`config.mk`:
```
export PLATFORM = sky130hd
export DESIGN_NAME = gpr_mp_flat
export DESIGN_NICKNAME = d
export VERILOG_FILES = /design/src/rtl/gpr_mp_pkg.sv /design/src/rtl/gpr_mp_if.sv /design/src/rtl/gpr_mp_wsel.sv /design/src/rtl/gpr_mp.sv /design/src/flat_wrapper.sv
export SDC_FILE = /design/constraint.sdc
export NUM_CORES = 2
export LEC_CHECK = 0
export CAP_MARGIN = 15
export CORE_MARGIN = 3
export CORE_UTILIZATION = 50
export DETAILED_ROUTE_END_ITERATION = 8
export HOLD_SLACK_MARGIN = 0.02
export PLACE_DENSITY = 0.78
export SYNTH_ARGS = -nofsm -noshare
export SYNTH_HDL_FRONTEND = slang
export SYNTH_HIERARCHICAL = 1
export SYNTH_SLANG_ARGS = --single-unit
```
`constraint.sdc`:
```
create_clock -name clk -period 3.6 [get_ports clk]
set_clock_uncertainty 0.05 [all_clocks]
set_input_delay 0.54 -clock clk [delete_from_list [all_inputs] [get_ports clk]]
set_output_delay 0.54 -clock clk [all_outputs]
set_load 0.01 [all_outputs]
```
`src/rtl/gpr_mp_pkg.sv`:
```
// Shared widths and types for the multi-port architectural register file.
// Latency: n/a (definitions only).
// Backpressure: n/a.
package gpr_mp_pkg;

  localparam int WORD_WIDTH     = 32;
  localparam int GPR_ADDR_WIDTH = 5;
  localparam int GPR_NREG       = 1 << GPR_ADDR_WIDTH;

  typedef logic [WORD_WIDTH-1:0]     word_t;
  typedef logic [GPR_ADDR_WIDTH-1:0] gpr_addr_t;

endpackage

```
`src/rtl/gpr_mp_if.sv`:
```
// Commit-write / operand-read bundle between ROB commit, dispatch and the GPR file.
// Latency: n/a (wires only).
// Backpressure: none; every commit and read is taken in the cycle it is presented.
// Ports: commit_en/addr/data (NUM_WR packed lanes), rd_en/rd_addr (NUM_RD lanes), rd_data back.
interface gpr_mp_if #(
  parameter int NUM_WR = 2,
  parameter int NUM_RD = 3,
  parameter int XLEN   = gpr_mp_pkg::WORD_WIDTH,
  parameter int AW     = gpr_mp_pkg::GPR_ADDR_WIDTH
);

  logic [NUM_WR-1:0]      commit_en;
  logic [NUM_WR*AW-1:0]   commit_addr;
  logic [NUM_WR*XLEN-1:0] commit_data;
  logic [NUM_RD-1:0]      rd_en;
  logic [NUM_RD*AW-1:0]   rd_addr;
  logic [NUM_RD*XLEN-1:0] rd_data;

  modport master (
    output commit_en, commit_addr, commit_data, rd_en, rd_addr,
    input  rd_data
  );

  modport slave (
    input  commit_en, commit_addr, commit_data, rd_en, rd_addr,
    output rd_data
  );

endinterface

```
`src/rtl/gpr_mp_wsel.sv`:
```
// Youngest-wins match of one address against all commit lanes -> hit + data.
// Latency: combinational.
// Backpressure: none.
// Ports: addr (address to match), en/waddr/wdata (packed commit lanes), hit, data (0 when no hit).
module gpr_mp_wsel import gpr_mp_pkg::*; #(
  parameter int NUM_WR = 2,
  parameter int XLEN   = WORD_WIDTH,
  parameter int AW     = GPR_ADDR_WIDTH
) (
  input  logic [AW-1:0]          addr,
  input  logic [NUM_WR-1:0]      en,
  input  logic [NUM_WR*AW-1:0]   waddr,
  input  logic [NUM_WR*XLEN-1:0] wdata,
  output logic                   hit,
  output logic [XLEN-1:0]        data
);

  // Scanning upward lets the highest (youngest) matching lane overwrite older ones.
  always_comb begin
    hit  = 1'b0;
    data = '0;
    for (int w = 0; w < NUM_WR; w++) begin
      if (en[w] && (waddr[w*AW +: AW] == addr)) begin
        hit  = 1'b1;
        data = wdata[w*XLEN +: XLEN];
      end
    end
  end

endmodule

```
`src/rtl/gpr_mp.sv`:
```
// Architectural register file: NUM_WR commit write lanes, NUM_RD operand read lanes, x0 optionally hardwired 0.
// Latency: RD_LAT=0 combinational read; RD_LAT=1 address sampled at edge, data next cycle. Writes land at the edge.
// Backpressure: none; all commits accepted in their cycle, reads never stall.
// Ports: clk, rst_n (async active-low), bus (gpr_mp_if slave: commit lanes in, read lanes in, rd_data out).
module gpr_mp import gpr_mp_pkg::*; #(
  parameter int         XLEN        = WORD_WIDTH,
  parameter int         NREG        = GPR_NREG,
  parameter int         AW          = GPR_ADDR_WIDTH,
  parameter int         NUM_WR      = 2,
  parameter int         NUM_RD      = 3,
  parameter logic [7:0] BYPASS_MASK = 8'b0000_0011,
  parameter bit         RD_LAT      = 1'b0,
  parameter bit         X0_ZERO     = 1'b1
) (
  input logic     clk,
  input logic     rst_n,
  gpr_mp_if.slave bus
);

  logic [NUM_WR-1:0] wen;
  logic [XLEN-1:0]   arr    [NREG];
  logic [XLEN-1:0]   rd_val [NUM_RD];

  // Commits to x0 are dropped here so neither the array nor the bypass ever sees them.
  always_comb begin
    wen = '0;
    for (int w = 0; w < NUM_WR; w++) begin
      wen[w] = bus.commit_en[w] && !(X0_ZERO && (bus.commit_addr[w*AW +: AW] == '0));
    end
  end

  // Storage: one flop word per entry, each with its own youngest-wins selector.
  for (genvar i = 0; i < NREG; i++) begin : g_ent
    localparam logic [AW-1:0] IDX = AW'(i);
    logic            hit;
    logic [XLEN-1:0] data;
    logic [XLEN-1:0] q;

    gpr_mp_wsel #(.NUM_WR(NUM_WR), .XLEN(XLEN), .AW(AW)) u_wsel (
      .addr  (IDX),
      .en    (wen),
      .waddr (bus.commit_addr),
      .wdata (bus.commit_data),
      .hit   (hit),
      .data  (data)
    );

    always_ff @(posedge clk or negedge rst_n) begin
      if (!rst_n) begin
        q <= '0;
      end else if (hit) begin
        q <= data;
      end
    end

    assign arr[i] = q;
  end

  // Read lanes: optional same-cycle bypass, then optional output register.
  for (genvar r = 0; r < NUM_RD; r++) begin : g_rd
    logic [AW-1:0]   addr;
    logic [XLEN-1:0] cur;

    assign addr = bus.rd_addr[r*AW +: AW];

    if (BYPASS_MASK[r]) begin : g_byp
      logic            byp_hit;
      logic [XLEN-1:0] byp_data;

      gpr_mp_wsel #(.NUM_WR(NUM_WR), .XLEN(XLEN), .AW(AW)) u_wsel (
        .addr  (addr),
        .en    (wen),
        .waddr (bus.commit_addr),
        .wdata (bus.commit_data),
        .hit   (byp_hit),
        .data  (byp_data)
      );

      // Bypass is suppressed under reset: commits presented then are lost and must not leak out.
      always_comb begin
        cur = arr[addr];
        if (byp_hit && rst_n) begin
          cur = byp_data;
        end
        if (X0_ZERO && (addr == '0)) begin
          cur = '0;
        end
      end
    end else begin : g_nobyp
      always_comb begin
        cur = arr[addr];
        if (X0_ZERO && (addr == '0)) begin
          cur = '0;
        end
      end
    end

    if (RD_LAT) begin : g_reg
      logic [XLEN-1:0] q;

      always_ff @(posedge clk or negedge rst_n) begin
        if (!rst_n) begin
          q <= '0;
        end else if (bus.rd_en[r]) begin
          q <= cur;
        end
      end

      assign rd_val[r] = q;
    end else begin : g_comb
      assign rd_val[r] = cur;
    end
  end

  always_comb begin
    bus.rd_data = '0;
    for (int r = 0; r < NUM_RD; r++) begin
      bus.rd_data[r*XLEN +: XLEN] = rd_val[r];
    end
  end

endmodule

```
`src/flat_wrapper.sv`:
```
// flat-port wrapper written by rule: the top's interface ports become plain ports
module gpr_mp_flat import gpr_mp_pkg::*;
#(
  parameter int         XLEN        = WORD_WIDTH,
  parameter int         NREG        = GPR_NREG,
  parameter int         AW          = GPR_ADDR_WIDTH,
  parameter int         NUM_WR      = 2,
  parameter int         NUM_RD      = 3,
  parameter logic [7:0] BYPASS_MASK = 8'b0000_0011,
  parameter bit         RD_LAT      = 1'b0,
  parameter bit         X0_ZERO     = 1'b1
)
  (clk, rst_n, bus_commit_en, bus_commit_addr, bus_commit_data, bus_rd_en, bus_rd_addr, bus_rd_data);
  gpr_mp_if #(.NUM_WR(NUM_WR), .NUM_RD(NUM_RD), .XLEN(XLEN), .AW(AW)) bus_i ();
  input logic clk;
  input logic rst_n;
  input wire logic [$bits(bus_i.commit_en)-1:0] bus_commit_en;
  input wire logic [$bits(bus_i.commit_addr)-1:0] bus_commit_addr;
  input wire logic [$bits(bus_i.commit_data)-1:0] bus_commit_data;
  input wire logic [$bits(bus_i.rd_en)-1:0] bus_rd_en;
  input wire logic [$bits(bus_i.rd_addr)-1:0] bus_rd_addr;
  output wire logic [$bits(bus_i.rd_data)-1:0] bus_rd_data;
  assign bus_i.commit_en = bus_commit_en;
  assign bus_i.commit_addr = bus_commit_addr;
  assign bus_i.commit_data = bus_commit_data;
  assign bus_i.rd_en = bus_rd_en;
  assign bus_i.rd_addr = bus_rd_addr;
  assign bus_rd_data = bus_i.rd_data;
  gpr_mp #(.XLEN(XLEN), .NREG(NREG), .AW(AW), .NUM_WR(NUM_WR), .NUM_RD(NUM_RD), .BYPASS_MASK(BYPASS_MASK), .RD_LAT(RD_LAT), .X0_ZERO(X0_ZERO)) u_core (.clk(clk), .rst_n(rst_n), .bus(bus_i));
endmodule
```
==> After elaboration in Yosys (flattened, before gate mapping) <==
Index checks and enable logic that the tools add are counted.
{ "classes": {"order_cmp": 3, "add_sub_neg": 0, "mul": 0, "n_eq_ne": 66, "n_div": 0, "n_reduce_logical": 79, "shift": 0, "bitwise_logic": 3, "muxes": 150} }
{ "op_table": {"columns": ["op", "count"], "rows": [
  ["$mux 32", 79],
  ["$bmux 32 s5", 3],
  ["$eq 5x5->1 const B", 32],
  ["$eq 5x4->1 const B", 16],
  ["$logic_and 1x1->1", 72],
  ["$mux 1", 68],
  ["$eq 5x3->1 const B", 8],
  ["$logic_not 5->1", 5],
  ["$eq 5x2->1 const B", 4],
  ["$eq 5x5->1", 4],
  ["$ge 6x6->1 const B", 3],
  ["$not 5->6", 3],
  ["$eq 5x1->1 const B", 2],
  ["$logic_not 1->1", 2]
]} }
{ "totals": {"mem_bits_ro": 0, "ramBits": 0, "elab_cells": 333, "input_bits": 96, "reg_bits": 1024, "latchBits": 0, "memories": 0, "out_inout_bits": 96} }

==> Longest topological paths before layout <==
{ "logic_depth": {"depth_word": 9, "mapped_depth": 12, "mapped_depth_nobuf": 8} }

==> By module <==
Netlist, hierarchy kept.
{ "modules_own_cells": {"columns": ["module", "area_per_inst_um2", "n_inst", "cells_per_inst"], "rows": [
  ["gpr_mp", 63022.9, 1, 4289],
  ["gpr_mp_wsel", 885.8, 34, 89]
]} }

==> Worst setup path after synthesis <==
OpenSTA, ideal clock, no wires.
{ "synth_timing": {"kind": "input -> output", "startpoint": "in bus_commit_addr[0]", "endpoint": "out bus_rd_data[36]", "path_stages": 10, "n_path_buf": 2, "slack_ns": -0.425, "arrival_time_ns": 3.435, "cell_sequence": "or4_1 o21a_1 and4_4 clkbuf_1 a21o_1 nand2_1 clkbuf_1 o221ai_1 o32a_1 a221oi_1"} }
{ "synth_via": {"elab_chain_len": 9, "word_cells_on_any_way": 12, "classes_between": "eq/ne (1); mux (6); reduce/logical (5)"} }
{ "synth_lines": {"columns": ["element", "line_no", "rtl"], "rows": [
  ["start, declared", "flat_wrapper.sv:18", "input wire logic [$bits(bus_i.commit_addr)-1:0] bus_commit_addr;"],
  ["$logic_not 5->1", "gpr_mp.sv:28", "wen[w] = bus.commit_en[w] && !(X0_ZERO && (bus.commit_addr[w*AW +: AW] == '0));"],
  ["$logic_not 1->1", "gpr_mp.sv:28", null],
  ["$logic_and 1x1->1", "gpr_mp.sv:28", null],
  ["net u_core.wen[0]", "gpr_mp.sv:20", "logic [NUM_WR-1:0] wen;"],
  ["$logic_and 1x1->1", "gpr_mp_wsel.sv:23", "if (en[w] && (waddr[w*AW +: AW] == addr)) begin"],
  ["$mux 1 (2 in a row)", "gpr_mp_wsel.sv:23", null],
  ["net u_core.g_rd[1].g_byp.byp_hit", "gpr_mp.sv:67", "logic byp_hit;"],
  ["$logic_and 1x1->1", "gpr_mp.sv:82", "if (byp_hit && rst_n) begin"],
  ["$mux 32", "gpr_mp.sv:82", null],
  ["$mux 32", "gpr_mp.sv:85", "if (X0_ZERO && (addr == '0)) begin"],
  ["end, declared", "flat_wrapper.sv:22", "output wire logic [$bits(bus_i.rd_data)-1:0] bus_rd_data;"]
]} }
The timed path passes the listed nets, and every way through them passes these cells.

==> Worst setup path after layout <==
{ "layout_timing": {"startpoint": "in bus_commit_addr[5]", "endpoint": "out bus_rd_data[1]"} }
{ "layout_via": {"elab_chain_len": 8, "word_cells_on_any_way": 10, "classes_between": "eq/ne (1); mux (4); reduce/logical (5)"} }
{ "layout_lines": {"columns": ["element", "line_no"], "rows": [
  ["$logic_not 5->1", "gpr_mp.sv:28"],
  ["$logic_not 1->1", "gpr_mp.sv:28"],
  ["$logic_and 1x1->1", "gpr_mp.sv:28"],
  ["net u_core.wen[1]", "gpr_mp.sv:20"],
  ["$logic_and 1x1->1", "gpr_mp_wsel.sv:23"],
  ["$mux 1", "gpr_mp_wsel.sv:23"],
  ["net u_core.g_rd[0].g_byp.byp_hit", "gpr_mp.sv:67"],
  ["$logic_and 1x1->1", "gpr_mp.sv:82"],
  ["$mux 32", "gpr_mp.sv:82"],
  ["$mux 32", "gpr_mp.sv:85"]
]} }
The timed path passes the listed nets, and every way through them passes these cells.

==> impl_metrics.yaml <==
detailed_routing:
  vias: 83295
  ant_nets: 0
  wl_met2_mm: 183.7
  vias_per_cell: 7.678
  routed.top_layer: "met5"
  drcViolationCount: 5
  drt-total-wl_mm: 475.8
  wire_per_inst_um: 43.85
  wirelength_met1_mm: 153.0
  drtIter0Drc: 14943
  wl_met3_mm: 80.56
  drt-pass1-iter-count: 9
yosys:
  ys.flop_type: "dfrtp_1"
  yosysWarnings: 6
  ys_seq_area_share_pct: 27.51
  ys_async_sr_fraction_pct: 100.0
  synth-edff-count: 0
  synth-seq-cells: 1024
  yosysTopAreaCell: "dfrtp_1"
  synth_cell_types: 63
  synth_area_per_cell_um2: 12.73
  netlist_area_um2: 93140
  synth_top_area_share_pct: 27.51
  synth.top_cells.by_area: "dfrtp_1 (28%), mux2_4 (16%), mux4_2 (15%)"
  syn_inst: 7315
timing:
  worst_slack_ns: -0.4631
  final_hold_viol_count: 0
  finalSetupViolations: 67
  finalMaxSlewViolations: 0
  fmax_mhz: 246.1
  fin_crit_sh_pct: 112.9
  rsz0062_at_grt: "true"
  min_period_ns: 4.063
  maxSlewHeadroom_pct: 15.51
  tightestPinTransition_ns: 1.263
floorplanning:
  rows: 157
  core_um2: 184100
  die_x_um: 437.6
  io_pins: 192
  fp.dieH_um: 437.6
  initial_core_util_pct: 50.60
  die_area_um2: 191500
run_status:
  status: "finished with violations"
  violations: "DRC, setup timing"
grt:
  antenna_found_initial: 60
  grt_pass1_vias: 81726
  overflow: 0
  grt_pass1_wl_mm: 654.6
  grt.total_usage_pct: 48.61
  grt_max_degree: 164
placement:
  preCtsSetupSlack_ns: -1.304
  place_area_um2: 105200
  dp.cells: 10505
  gp_congestion: 1.100
  dp_hpwl_mm: 319.6
  portBuffers: 188
critical_path:
  cpPeakStageDelay_ns: 0.89
  slowest_stage: "o31ai_4"
  worstSetupPathType: "in2out"
  cp_common_cell: "buf_4"
  path_buf_inv: 4
  path_cells: "buf_6 -> or4_4 -> o21a_4 -> buf_4 -> buf_4 -> and3_4 -> a21o_1 -> nand2_2 -> nand2_4 -> o31ai_4 -> buf_2"
  cp_max_fo: 3
  cp-start-kind: "input pin"
  cp_top_family: "compound AO/OA/AOI/OAI gates"
  cp-end-kind: "primary output"
  cp_data_required_time_ns: 3.01
  arrival_ns: 3.47
job:
  drv_cap: 0
clock_network:
  clk_pin_slew_ns: 0.07
  cts_tree: "done"
  clk_path_buf_depth: 3
  insertion_delay_ns: 0.82
  cts_root_buf: "clkbuf_16"
  cts_buffers: 131
  clock_sinks: 1024
  cts.htree.levels: 4
power:
  p_leak_uw: 0.05337
  peakVddDrop_mv: 0.5445
  p_per_area_nw_per_um2: 318.1
finish:
  fin_nets: 8341
  final-instance-count-excl-fill: 10849
  stdcell_area_um2: 111800
  reg.largest.list: "u_core/g_ent.q (1024)"
  largest_reg_flops: 1024
  drive_gt1_share_pct: 54.18
  top_register: "u_core/g_ent.q"
  area_delta_synth_final_pct: 20.06
hold_path:
  hold_class: "in2async"
==> cells in the final DEF, fill, tap and decap left out, drive strengths merged, types with 56 or more instances in the layout <==
cell	instances
and3	1122
a22o	56
xor2	204
clkbuf	190
mux2	2184
a22oi	105
mux4	618
xnor2	136
clkdlybuf4s50	62
nor2b	61
buf	1160
dfrtp	1024
o22ai	60
conb	320
mux2i	302
==> final cells by class <==
cell class / instances / area, um^2
Sequential cell: 1024 / 25620
Antenna cell: 42 / 105.1
Timing Repair Buffer: 1261 / 13720
Fill cell: 14080 / 72240
Clock inverter: 46 / 698.2
Clock buffer: 185 / 3772
Tap cell: 2464 / 3083
Multi-Input combinational cell: 5826 / 64820
Inverter: 1 / 3.754
==> final timing paths <==
path                                   startpoint                endpoint  slack, ns  cells after the start
hold reg to reg             u_core/g_ent[9].q[24]   u_core/g_ent[9].q[24]       0.50                      1
min in group clk            u_core/g_ent[9].q[24]   u_core/g_ent[9].q[24]       0.50                      1
max in group asynchronous                   rst_n   u_core/g_ent[22].q[4]       0.48                      5
hold / removal                              rst_n  u_core/g_ent[27].q[31]       0.27                      2
setup / recovery               bus_commit_addr[5]          bus_rd_data[1]      -0.46                     11
setup reg to reg           u_core/g_ent[18].q[11]  u_core/g_ent[18].q[11]       2.64                      1
==> Yosys cell counts (46+ instances only) <==
cell type / instances
mux2_2: 1197
and3_1: 1122
dfrtp_1: 1024
mux2_4: 986
mux4_2: 618
clkbuf_1: 366
mux2i_1: 302
xor2_1: 204
xnor2_1: 136
buf_1: 111
buf_12: 102
a22oi_1: 89
buf_2: 80
buf_6: 66
nor2b_1: 61
o22ai_1: 60
a22o_1: 56
buf_4: 55
a211oi_1: 54
nor2_1: 52
nor4_1: 49
a21oi_1: 46
==> layer usage <==
| layer | GRT usage (%) | up-vias |
|---|---|---|
| met5 | 0.3276 | - |
| met4 | 44.65 | 42 |
| met3 | 25.37 | 2765 |
| met2 | 64.53 | 8651 |
| met1 | 55.85 | 41664 |
| li1 | - | 30173 |
==> logic make-up (layout without fill, tap and decap cells) <==
group / after synthesis / in the layout / synth area share, %
simple gates: 1408 / 1408 / 9.411
buf+inv: 783 / 1493 / 5.803
other cells: 2 / 362 / 0.008063
mux: 3104 / 3104 / 48.57
xor+xnor: 340 / 340 / 3.197
flops: 1024 / 1024 / 27.51
compound gates: 654 / 654 / 5.502
==> timing repair <==
item | CTS | global route
gates cloned | 8 | 0
hold buffers | 1 | 0
resized for setup | 548 | 109
endpoints found under the hold margin | 100 | 0
setup endpoints to repair | 96 | 144
pin swaps | 73 | 68
buffers inserted | 60 | 22
==> power by group <==
group / internal, uW / leakage (uW) / switching, uW
registers: 11900 / 0.0143 / 485
logic: 3410 / 0.0369 / 5530
clock network: 8220 / 0.00220 / 6000
total: 23600 / 0.0534 / 12000
==> stage by stage <==
| stage | total power (uW) | util, % | setup TNS [ns] | hold WS, ns |
|---|---|---|---|---|
| after global routing | 35860 | 60.71 | -19.83 | 0.2591 |
| after CTS | 34780 | 60.45 | -13.43 | 0.5013 |
| after detailed placement | 20670 | 57.14 | -57.69 | 0.3738 |
| after floorplan | 16230 | - | 0 | 0.1944 |
| after global placement | 20520 | 57.14 | -58.53 | 0.3728 |
| final | 35570 | 60.75 | -19.76 | 0.2690 |
Note: power is estimated with default switching activity, not from simulation.
